## src/rtl/reg_read_stage_if.sv

```systemverilog
// Register-file read port bundle: read addresses out, combinational read data back.
interface reg_read_reg_file_if #(
  parameter int unsigned PREG_W = 6
);
  logic [PREG_W-1:0] src1_reg;
  logic [PREG_W-1:0] src2_reg;
  logic [31:0]       src1_val;
  logic [31:0]       src2_val;

  modport reg_read (output src1_reg, output src2_reg, input src1_val, input src2_val);
  modport reg_file (input src1_reg, input src2_reg, output src1_val, output src2_val);
  modport master   (output src1_reg, output src2_reg, input src1_val, input src2_val);
  modport slave    (input src1_reg, input src2_reg, output src1_val, output src2_val);
endinterface

```

## src/rtl/reg_read_stage.sv

```systemverilog
// Register-read stage: reads sources, merges same-cycle writeback, registers into execute.
// Optional stall counter output is enabled by defining REG_READ_PERF_CNT_EN.
module reg_read_stage #(
  parameter int unsigned NUM_PREGS = 64,
  parameter int unsigned ROB_DEPTH = 32,
  parameter int unsigned UOP_W     = 8,
  localparam int unsigned PREG_W   = $clog2(NUM_PREGS),
  localparam int unsigned ROB_W    = $clog2(ROB_DEPTH)
) (
  input  logic              clk,
  input  logic              rst,
  input  logic              flush,
  input  logic              iss_valid,
  output logic              iss_ready,
  input  logic [PREG_W-1:0] iss_src1_preg,
  input  logic [PREG_W-1:0] iss_src2_preg,
  input  logic [PREG_W-1:0] iss_dst_preg,
  input  logic [ROB_W-1:0]  iss_rob_idx,
  input  logic [UOP_W-1:0]  iss_op,
  input  logic [31:0]       iss_imm,
  reg_read_reg_file_if.reg_read rf,
  input  logic              wb_valid,
  input  logic [PREG_W-1:0] wb_preg,
  input  logic [31:0]       wb_data,
  output logic              ex_valid,
  input  logic              ex_ready,
  output logic [31:0]       ex_src1_val,
  output logic [31:0]       ex_src2_val,
  output logic [PREG_W-1:0] ex_dst_preg,
  output logic [ROB_W-1:0]  ex_rob_idx,
  output logic [UOP_W-1:0]  ex_op,
  output logic [31:0]       ex_imm
`ifdef REG_READ_PERF_CNT_EN
  ,
  output logic [31:0]       stall_cycles
`endif
);

  logic        accept;
  logic [31:0] src1_sel;
  logic [31:0] src2_sel;

  assign rf.src1_reg = iss_src1_preg;
  assign rf.src2_reg = iss_src2_preg;

  assign iss_ready = !ex_valid || ex_ready;
  assign accept    = iss_valid && iss_ready && !flush;

  // The RF write for wb_preg lands at this edge, so its read data is stale now.
  always_comb begin
    src1_sel = rf.src1_val;
    if (iss_src1_preg == '0) begin
      src1_sel = 32'h0;
    end else if (wb_valid && (wb_preg == iss_src1_preg)) begin
      src1_sel = wb_data;
    end
  end

  always_comb begin
    src2_sel = rf.src2_val;
    if (iss_src2_preg == '0) begin
      src2_sel = 32'h0;
    end else if (wb_valid && (wb_preg == iss_src2_preg)) begin
      src2_sel = wb_data;
    end
  end

  always_ff @(posedge clk) begin
    if (rst) begin
      ex_valid    <= 1'b0;
      ex_src1_val <= '0;
      ex_src2_val <= '0;
      ex_dst_preg <= '0;
      ex_rob_idx  <= '0;
      ex_op       <= '0;
      ex_imm      <= '0;
    end else if (flush) begin
      ex_valid <= 1'b0;
    end else if (accept) begin
      ex_valid    <= 1'b1;
      ex_src1_val <= src1_sel;
      ex_src2_val <= src2_sel;
      ex_dst_preg <= iss_dst_preg;
      ex_rob_idx  <= iss_rob_idx;
      ex_op       <= iss_op;
      ex_imm      <= iss_imm;
    end else if (ex_ready) begin
      ex_valid <= 1'b0;
    end
  end

`ifdef REG_READ_PERF_CNT_EN
  always_ff @(posedge clk) begin
    if (rst) begin
      stall_cycles <= '0;
    end else if (ex_valid && !ex_ready && !flush && (stall_cycles != 32'hFFFF_FFFF)) begin
      stall_cycles <= stall_cycles + 32'd1;
    end
  end
`endif

endmodule

```

## src/flat_wrapper.sv

```systemverilog
// flat-port wrapper written by rule: the top's interface ports become plain ports
module reg_read_stage_flat 
#(
  parameter int unsigned NUM_PREGS = 64,
  parameter int unsigned ROB_DEPTH = 32,
  parameter int unsigned UOP_W     = 8,
  localparam int unsigned PREG_W   = $clog2(NUM_PREGS),
  localparam int unsigned ROB_W    = $clog2(ROB_DEPTH)
)
  (clk, rst, flush, iss_valid, iss_ready, iss_src1_preg, iss_src2_preg, iss_dst_preg, iss_rob_idx, iss_op, iss_imm, wb_valid, wb_preg, wb_data, ex_valid, ex_ready, ex_src1_val, ex_src2_val, ex_dst_preg, ex_rob_idx, ex_op, ex_imm, rf_src1_reg, rf_src2_reg, rf_src1_val, rf_src2_val);
  reg_read_reg_file_if rf_i ();
  input  logic clk;
  input  logic rst;
  input  logic flush;
  input  logic iss_valid;
  output logic iss_ready;
  input  logic [PREG_W-1:0] iss_src1_preg;
  input  logic [PREG_W-1:0] iss_src2_preg;
  input  logic [PREG_W-1:0] iss_dst_preg;
  input  logic [ROB_W-1:0] iss_rob_idx;
  input  logic [UOP_W-1:0] iss_op;
  input  logic [31:0] iss_imm;
  input  logic wb_valid;
  input  logic [PREG_W-1:0] wb_preg;
  input  logic [31:0] wb_data;
  output logic ex_valid;
  input  logic ex_ready;
  output logic [31:0] ex_src1_val;
  output logic [31:0] ex_src2_val;
  output logic [PREG_W-1:0] ex_dst_preg;
  output logic [ROB_W-1:0] ex_rob_idx;
  output logic [UOP_W-1:0] ex_op;
  output logic [31:0] ex_imm;
  output wire logic [$bits(rf_i.src1_reg)-1:0] rf_src1_reg;
  output wire logic [$bits(rf_i.src2_reg)-1:0] rf_src2_reg;
  input wire logic [$bits(rf_i.src1_val)-1:0] rf_src1_val;
  input wire logic [$bits(rf_i.src2_val)-1:0] rf_src2_val;
  assign rf_src1_reg = rf_i.src1_reg;
  assign rf_src2_reg = rf_i.src2_reg;
  assign rf_i.src1_val = rf_src1_val;
  assign rf_i.src2_val = rf_src2_val;
  reg_read_stage #(.NUM_PREGS(NUM_PREGS), .ROB_DEPTH(ROB_DEPTH), .UOP_W(UOP_W)) u_core (.clk(clk), .rst(rst), .flush(flush), .iss_valid(iss_valid), .iss_ready(iss_ready), .iss_src1_preg(iss_src1_preg), .iss_src2_preg(iss_src2_preg), .iss_dst_preg(iss_dst_preg), .iss_rob_idx(iss_rob_idx), .iss_op(iss_op), .iss_imm(iss_imm), .rf(rf_i), .wb_valid(wb_valid), .wb_preg(wb_preg), .wb_data(wb_data), .ex_valid(ex_valid), .ex_ready(ex_ready), .ex_src1_val(ex_src1_val), .ex_src2_val(ex_src2_val), .ex_dst_preg(ex_dst_preg), .ex_rob_idx(ex_rob_idx), .ex_op(ex_op), .ex_imm(ex_imm));
endmodule
```

## config.mk

```make
export PLATFORM = sky130hd
export DESIGN_NAME = reg_read_stage_flat
export DESIGN_NICKNAME = d
export VERILOG_FILES = /design/src/rtl/reg_read_stage_if.sv /design/src/rtl/reg_read_stage.sv /design/src/flat_wrapper.sv
export SDC_FILE = /design/constraint.sdc
export NUM_CORES = 1
export LEC_CHECK = 0
export CORE_UTILIZATION = 38
export CTS_BUF_LIST = sky130_fd_sc_hd__clkbuf_4 sky130_fd_sc_hd__clkbuf_8 sky130_fd_sc_hd__clkbuf_16
export CTS_CLUSTER_DIAMETER = 60
export DETAILED_ROUTE_END_ITERATION = 7
export PLACE_DENSITY = 0.92
export SKIP_LAST_GASP = 1
export SLEW_MARGIN = 20
export SYNTH_ARGS = -nofsm -noshare
export SYNTH_HDL_FRONTEND = slang
export SYNTH_SLANG_ARGS = --single-unit
```

## constraint.sdc

```tcl
create_clock -name clk -period 2.38 [get_ports clk]
set_clock_uncertainty 0.15 [all_clocks]
set_input_delay 0.476 -clock clk [delete_from_list [all_inputs] [get_ports clk]]
set_output_delay 0.476 -clock clk [all_outputs]
set_load 0.005 [all_outputs]
```

==> summary by stage, run 1 <==
Synthesis
Sorting the synthesized cells by how often they occur yields nand2_1 (166), dfxtp_1 (116), mux2i_1 (64), o21ai_2 (60), a21oi_1 (51). In the post-synthesis netlist, the cell with the most instances is nand2_1. The number of flops mapped to enable cells by yosys is 0. The synthesized design spends more area on one cell type than any other, namely dfxtp_1. The post-synthesis average cell area is between 9 and 10 sq um.

Ranked by total cell area, the synthesized netlist is headed by dfxtp_1 (47%), mux2i_1 (13%), nand2_1 (13%). The share of the synthesized area in the top cell type is a little under half. The synthesized netlist occupies a cell area of about 0.0050 sq mm. The netlist uses 23 different library cells.

Counting every net in the synthesized netlist gives between 700 and 800. After synthesis, the share of flip-flops with an asynchronous set or reset is 0%. The most used flip-flop cell after synthesis is dfxtp_1. Sequential elements use a little under half of the synthesized area. During synthesis, Yosys emitted a total of 0 warnings.

The count of state elements after synthesis is about 120. The post-synthesis cell count is about 540.

Timing
Setup repair after global routing left no endpoint under its margin. For the final routed database, the setup TNS stands at 0 ps. At the pin with the least slew margin, the transition time is 552 ps.

Subtracting the final worst setup slack from the clock period gives 2350 ps. After layout, the worst path uses a little over nine tenths of the clock period. The number of hold violations in the final report was 0. In this run the tightest slew margin relative to its limit is a little over three fifths. The final-report max-slew violation count is 0.

The number of failing setup endpoints in the final timing report is 0. Static timing analysis puts the maximum clock frequency at roughly 430 MHz.

Final layout
The ratio of cells with drive above 1 in the final layout is 14.5%. 0 antenna diodes ended up in the layout. After the last flow step, the layout net total stands at 1000. The count of cells in the finished layout, fillers not included, comes to 1013. Cells fill slightly below 70% of the core in the end.

Relative to the synthesized area, the layout overhead comes to 75.5%.

Clocking
The clock passes through at most 2 buffers. The number of buffers inserted to repair setup after CTS is 0. For this design, the sink count on the clock tree is 116. The TritonCTS clock tree is done. The CTS clock-pin slew for the worst setup and hold paths is about 50 ps. The H-tree was split into 4 levels. The total CTS buffers is 17. The buffer type at the clock tree root is clkbuf_16. The source-to-sink clock delay at the later pin of the worst-skew pair is around 400 ps. The total of cells resized after clock tree synthesis is 0. The post-cts hold buffer count is 0.

Setup path
The worst-path maximum fanout is 2. For flop-to-flop paths, the worst setup slack is 650 ps. The maximum cell stage delay along the critical path is approximately 570 ps. The worst register-to-register path has a depth of 7. The most repeated library cell on the critical path is clkdlybuf4s50_1. The critical path goes through clkdlybuf4s50_1 -> buf_4 -> clkdlybuf4s50_1.

The category of the critical setup timing path is in -> out. The slowest library cell on the worst path is clkdlybuf4s50_1. The combined buffer and inverter count along the critical path is 3. The reg-to-reg critical path startpoint is u_core.ex_valid. The sort of element at the end of the critical path is an output pin.

The data arrival time of the worst path is between 1500 and 2000 ps. The worst flop-to-flop path endpoint is u_core.ex_src2_val[31]. The startpoint class of the critical path is an input port. The cell type group with the largest total delay on the critical path is buffers and inverters. The required time of the critical path is between 1500 and 2000 ps.

Detailed routing
The remaining number of nets flagged by the antenna check after routing is 0. The routed layout has approximately 4900 vias. The first-pass iteration count of the detailed router is 4. The initial detailed-routing violation count is between 200 and 300.

The number of remaining DRC errors is 0. The per-cell via count in the routed design is between 4 and 5. The total wire length after detailed routing is around 17000 microns.

The average wire per standard cell is about 16 microns.

Power and ir drop
For this design the static power due to leakage is 3.10 nW. The areal power density over the cells is around 630 mW/mm^2. The power consumption is about 0.0055 W. IR analysis of the VDD net gives a maximum drop of between 0.3 and 0.4 mV.

Min path
The number of stages on the worst hold path is 2. The min-delay analysis places its worst path in the category reg -> reg. For hold timing, the worst endpoint is u_core.ex_src2_val[11].

In this run the most critical hold path is launched from u_core.ex_src2_val[11].

GRT
For this run, global-route usage on met2 was measured as around 43%. For this run, the total global-route usage over all layers was measured as roughly 24%. The remaining global-route overflow is 0. The met3 track demand over resource in global routing is between 10% and 20%. The number of antenna violations at the first check in global routing is 0. The met1 global-route usage is between 20% and 30%. The via count of the first global-routing pass was between 4000 and 5000. The most utilized layer in the global route result is met2. Entering global routing, the biggest net connects 65 pins. The global-route wire length before repair is about 24000 microns.

Run status
The flow ran to the end, and the final reports show no timing, DRC or antenna violations.

Die
The floorplan step set the die width to about 120 microns. The area of the die is about 0.014 sq mm. The placeable core region is around 0.013 sq mm. The die is ~120 microns tall.

For this design the top-level I/O count stands at 300. Row generation in the floorplan step produced roughly 40 rows. The starting utilization of the core area is 39.2%.

Placed design
After legalization and detailed placement, the total HPWL measured 12400 microns. The placed instance count is ~980. During placement, the flow inserted port buffers numbering around 300. At the end of routability-driven placement, the weighted congestion stood at 0.827.

Job
The tool flagged a number of max-cap violations equal to 0.
-- registers in the layout, indices dropped and copies added, names as in the netlist --
| name | flops |
|---|---|
| u_core.ex_imm | 32 |
| u_core.ex_src1_val | 32 |
| u_core.ex_src2_val | 32 |
| u_core.ex_op | 8 |
| u_core.ex_dst_preg | 6 |
| u_core.ex_rob_idx | 5 |
| u_core.ex_valid | 1 |
-- worst max-delay path by stage --
stage                startpoint                      to  slack [ps]  cells after the start
3_3_place_gp   iss_src2_preg[3]  u_core.ex_src2_val[11]        -110                      7
3_5_place_dp         wb_preg[4]  u_core.ex_src2_val[22]        -150                      7
6_report       iss_src2_preg[0]          rf_src2_reg[0]          30                      3
5_1_grt        iss_src2_preg[0]          rf_src2_reg[0]           2                      3
2_1_floorplan  iss_src2_preg[2]  u_core.ex_src2_val[10]         520                      4
4_1_cts        iss_src2_preg[0]          rf_src2_reg[0]          20                      3
-- layout by cell type (no fill, tap or decap), types with 6 or more instances in the layout --
cell	netlist	final
nand2_1	166	166
xnor2_1	6	6
o21ai_2	60	60
buf_4	12	15
clkdlybuf4s50_1	0	298
dfxtp_1	116	116
buf_12	0	7
a21oi_1	51	51
xor2_1	6	6
clkbuf_16	0	17
mux2i_1	64	64
-- cell families after synthesis --
group | share of synthesized area [%]
and+or+nand+nor | 15.0
AOI/OAI and AO/OA | 17.0
muxes | 12.9
buffers and inverters | 6.27
DFF | 46.8
xor gates and xnor gates | 2.12
-- where the power goes --
part / switching (W) / leakage, nW / internal, W
sequential: 0.0000514 / 0.948 / 0.00204
clock: 0.000860 / 0.287 / 0.00165
combinational: 0.000327 / 1.87 / 0.000542
-- cell type report --
type	count	area (sq um)
fillers	980	3950
clock buffers	22	488
flip-flops and latches	116	2320
inverters	1	3.75
repair buffers	321	3240
multi-input cells	372	2340
well taps	172	215
clock inverters	9	103
-- tightest hold or removal path: cells and delay by family, from the launching register on --
kind	cells	cell delay, ps
AOI/OAI and AO/OA	1	40
DFF	1	320
and+or+nand+nor	1	60
-- stage by stage --
step	worst slack [ps]	instance area (sq um)	hold slack [ps]
6_report	27.2	8720	299
5_1_grt	2.18	8720	321
2_1_floorplan	522	4970	299
4_1_cts	15.5	8720	303
3_5_place_dp	-148	8130	292
3_3_place_gp	-110	8130	285
-- layer usage --
metal / vias up / part of all wire (%)
li1: 2387 / -
met1: 2248 / 37
met3: 28 / 11
met2: 213 / 50
met4: 0 / 2.3
met5: - / 0
Note: power is estimated with default switching activity, not from simulation.
==> run 2: changes to the inputs <==
- clock period: 2.38 -> 2.6 ns (I/O delays scaled with it)
==> summary by stage, run 2 (synthesis results as in run 1) <==
Die
The area of the die is 0.0135 sq mm (unchanged). The die extent in x is 116 microns (unchanged). The total I/O pin count came to 300 (unchanged).

The placeable core region came to 0.0127 sq mm (unchanged). The starting utilization of the core area is 39.2% (unchanged). The height of the die is 116 microns (unchanged). The number of rows in the core area was 41 (unchanged).

Final layout
The ratio of cells with drive above 1 in the final layout is 13.8% (was 14.5%). The number of antenna diodes is 0 (unchanged). The fill cell total of the finished layout is 960 (was 980). Largest registers: u_core.ex_imm (32), u_core.ex_src1_val (32), u_core.ex_src2_val (32) (unchanged). The layout net count is 992 (was 1000). Leading cell types in the layout, fill and taps excluded: clkdlybuf4s50_1 (298), nand2_1 (166), dfxtp_1 (116) (unchanged). The signed area change from the synthesized netlist to the final layout is 75.8% (was 75.5%).

The most common library cell in the layout ignoring fill and taps is clkdlybuf4s50_1 (unchanged). The final instance count without filler cells came to 1006 (was 1013). The final non-filler cell area was 0.00873 sq mm (was 0.00872 sq mm).

Power and ir drop
The power consumption is 0.00532 W (was 0.00547 W). The switching power total is 0.00115 W (was 0.00124 W). The combinational fraction of design power came to 14.8% (was 15.9%).

The share of total power in sequential cells is 36.0% (was 38.3%). The internal cell power is 0.00417 W (was 0.00423 W). The peak supply drop was 0.370 mV (about the same).

The switching fraction of total power is 21.6% (was 22.6%). The areal power density over the cells is 609 mW/mm^2 (was 627 mW/mm^2). The leakage power total came to 3.11 nW (was 3.10 nW). The clock network fraction of total power is 49.2% (was 45.8%).

Clocking
The H-tree depth came to 4 (unchanged). The post-cts hold buffer count was 0 (unchanged). The TritonCTS clock tree is done (unchanged).

The number of buffers on the longest clock path is 2 (unchanged). The total CTS buffers is 17 (unchanged). The total number of clock tree sinks is 116 (unchanged). The buffer type at the clock tree root is clkbuf_16 (unchanged). The CTS clock-pin slew for the worst setup and hold paths is 50 ps (about the same). The number of buffers inserted to repair setup after CTS was 0 (unchanged).

The total of cells resized after clock tree synthesis is 0 (unchanged). The source-to-sink clock delay at the later pin of the worst-skew pair is 410 ps (was 400 ps).

Detailed routing
The initial detailed-routing violation count was 344 (was 255). The remaining number of nets flagged by the antenna check after routing is 0 (unchanged). The total wire length after detailed routing is 16800 microns (was 16600 microns).

The first-pass iteration count of the detailed router is 5 (was 4). The number of vias in the routed layout is 4922 (was 4876). The per-cell via count in the routed design is 4.89 (was 4.81).

The number of remaining DRC errors is 0 (unchanged). The average wire per standard cell is 16.7 microns (was 16.3 microns).

GRT
The global-route wire length before repair is 24400 microns (was 24300 microns). The via count of the first global-routing pass is 4785 (was 4851). The overall fraction of global-route tracks in use is 24.3% (was 24.0%). The number of antenna violations at the first check in global routing came to 0 (unchanged). The pin count of the biggest net entering global routing was 53 (was 65).

The remaining global-route overflow is 0 (unchanged).

Placed design
The post-DP HPWL is 12400 microns (about the same). The count of input and output buffers came to 299 (unchanged). The global placement routability congestion came to 0.816 (was 0.827). The instance area after placement is 0.00807 sq mm (was 0.00813 sq mm). The placed instance count came to 974 (was 982). The worst setup slack after placement came to -33.0 ps (was -148 ps).

Timing
The sum of negative setup slack is 0 ps (unchanged). The final-report max-slew violation count came to 0 (unchanged). The transition time of the tightest slew-check pin is 602 ps (was 552 ps). The number of hold violations in the final report came to 0 (unchanged).

The worst relative slew slack is 59.8% (was 63.2%). RSZ-0062 raised after global routing: false (unchanged). The shortest clock period the worst path allows after layout is around 2500 ps. The final setup slack of the worst path is 72.3 ps (was 27.2 ps).

The number of failing setup endpoints in the final timing report was 0 (unchanged). The highest clock frequency the design can meet is between 300 and 400 MHz. The final critical path takes up a little over nine tenths of the cycle.

Run status
Result of the run: finished, final reports clean (unchanged).

Setup path
The category of the critical setup timing path is in -> out (unchanged). The worst-path maximum fanout came to 3 (was 2). The required time of the critical path is 1930 ps (was 1750 ps). The data arrival time of the worst path was 1860 ps (was 1730 ps).

The startpoint class of the critical path is an input port (unchanged). The sort of element at the end of the critical path was an output pin (unchanged).

Job
The count of maximum capacitance violations came to 0 (unchanged).

Min path
The type of the tightest min-delay check is reg -> reg (unchanged).
-- run 2: cell count changes in the layout (fill, tap and decap cells not counted) --
| cell | previous run | this run |
|---|---|---|
| clkinv_2 | 4 | 3 |
| buf_4 | 15 | 7 |
| clkbuf_4 | 1 | 2 |
| clkinvlp_4 | 3 | 1 |
| bufinv_16 | 2 | 5 |
-- run 2: path summary, 6_finish.rpt --
kind / slack (ps) / cells after the start / from / to
worst max-delay path: 70 / 4 / ex_ready / iss_ready
worst min-delay path: 300 / 2 / u_core.ex_src2_val[30] / u_core.ex_src2_val[30]
worst max register to register: 600 / 6 / u_core.ex_valid / u_core.ex_imm[0]
worst min register to register: 300 / 2 / u_core.ex_src2_val[30] / u_core.ex_src2_val[30]
-- run 2: area by class of cell --
class                      count  area (sq um)  area share (%)
clock buffer                  23           495            5.67
clock inverter                 9           173            1.98
inverter                       1          3.75          0.0430
multi-input combinational    372          2340            26.8
sequential                   116          2320            26.6
tap                          172           215            2.46
timing repair buffer         313          3180            36.4
-- run 2: stage by stage --
| stage | util [%] | hold WS [ps] |
|---|---|---|
| floorplan | - | 299 |
| global placement | 63.7 | 285 |
| detailed placement | 63.7 | 290 |
| CTS | 68.9 | 303 |
| global route | 68.9 | 318 |
| finish | 68.9 | 299 |
-- run 2: critical path, cell delays in order --
cell and delay (ps):
clkdlybuf4s50_1 410, nor2b_1 320, inv_1 130, clkdlybuf4s50_1 470
-- run 2: power groups by stage --
stage,combinational (W),clock (W),sequential [W]
after floorplan,0.000250,0,0.00195
after global placement,0.000772,0,0.00194
after detailed placement,0.000787,0,0.00195
after CTS,0.000794,0.00265,0.00191
after global routing,0.000844,0.00274,0.00192
final,0.000789,0.00262,0.00191
-- run 2: layer usage --
layer | vias to the layer above | wire (microns) | GRT usage [%]
met1 | 2280 | 6200 | 25.0
li1 | 2373 | - | -
met3 | 39 | 1630 | 9.70
met4 | 0 | 457 | 11.8
met5 | - | 0 | 0
met2 | 230 | 8470 | 42.8
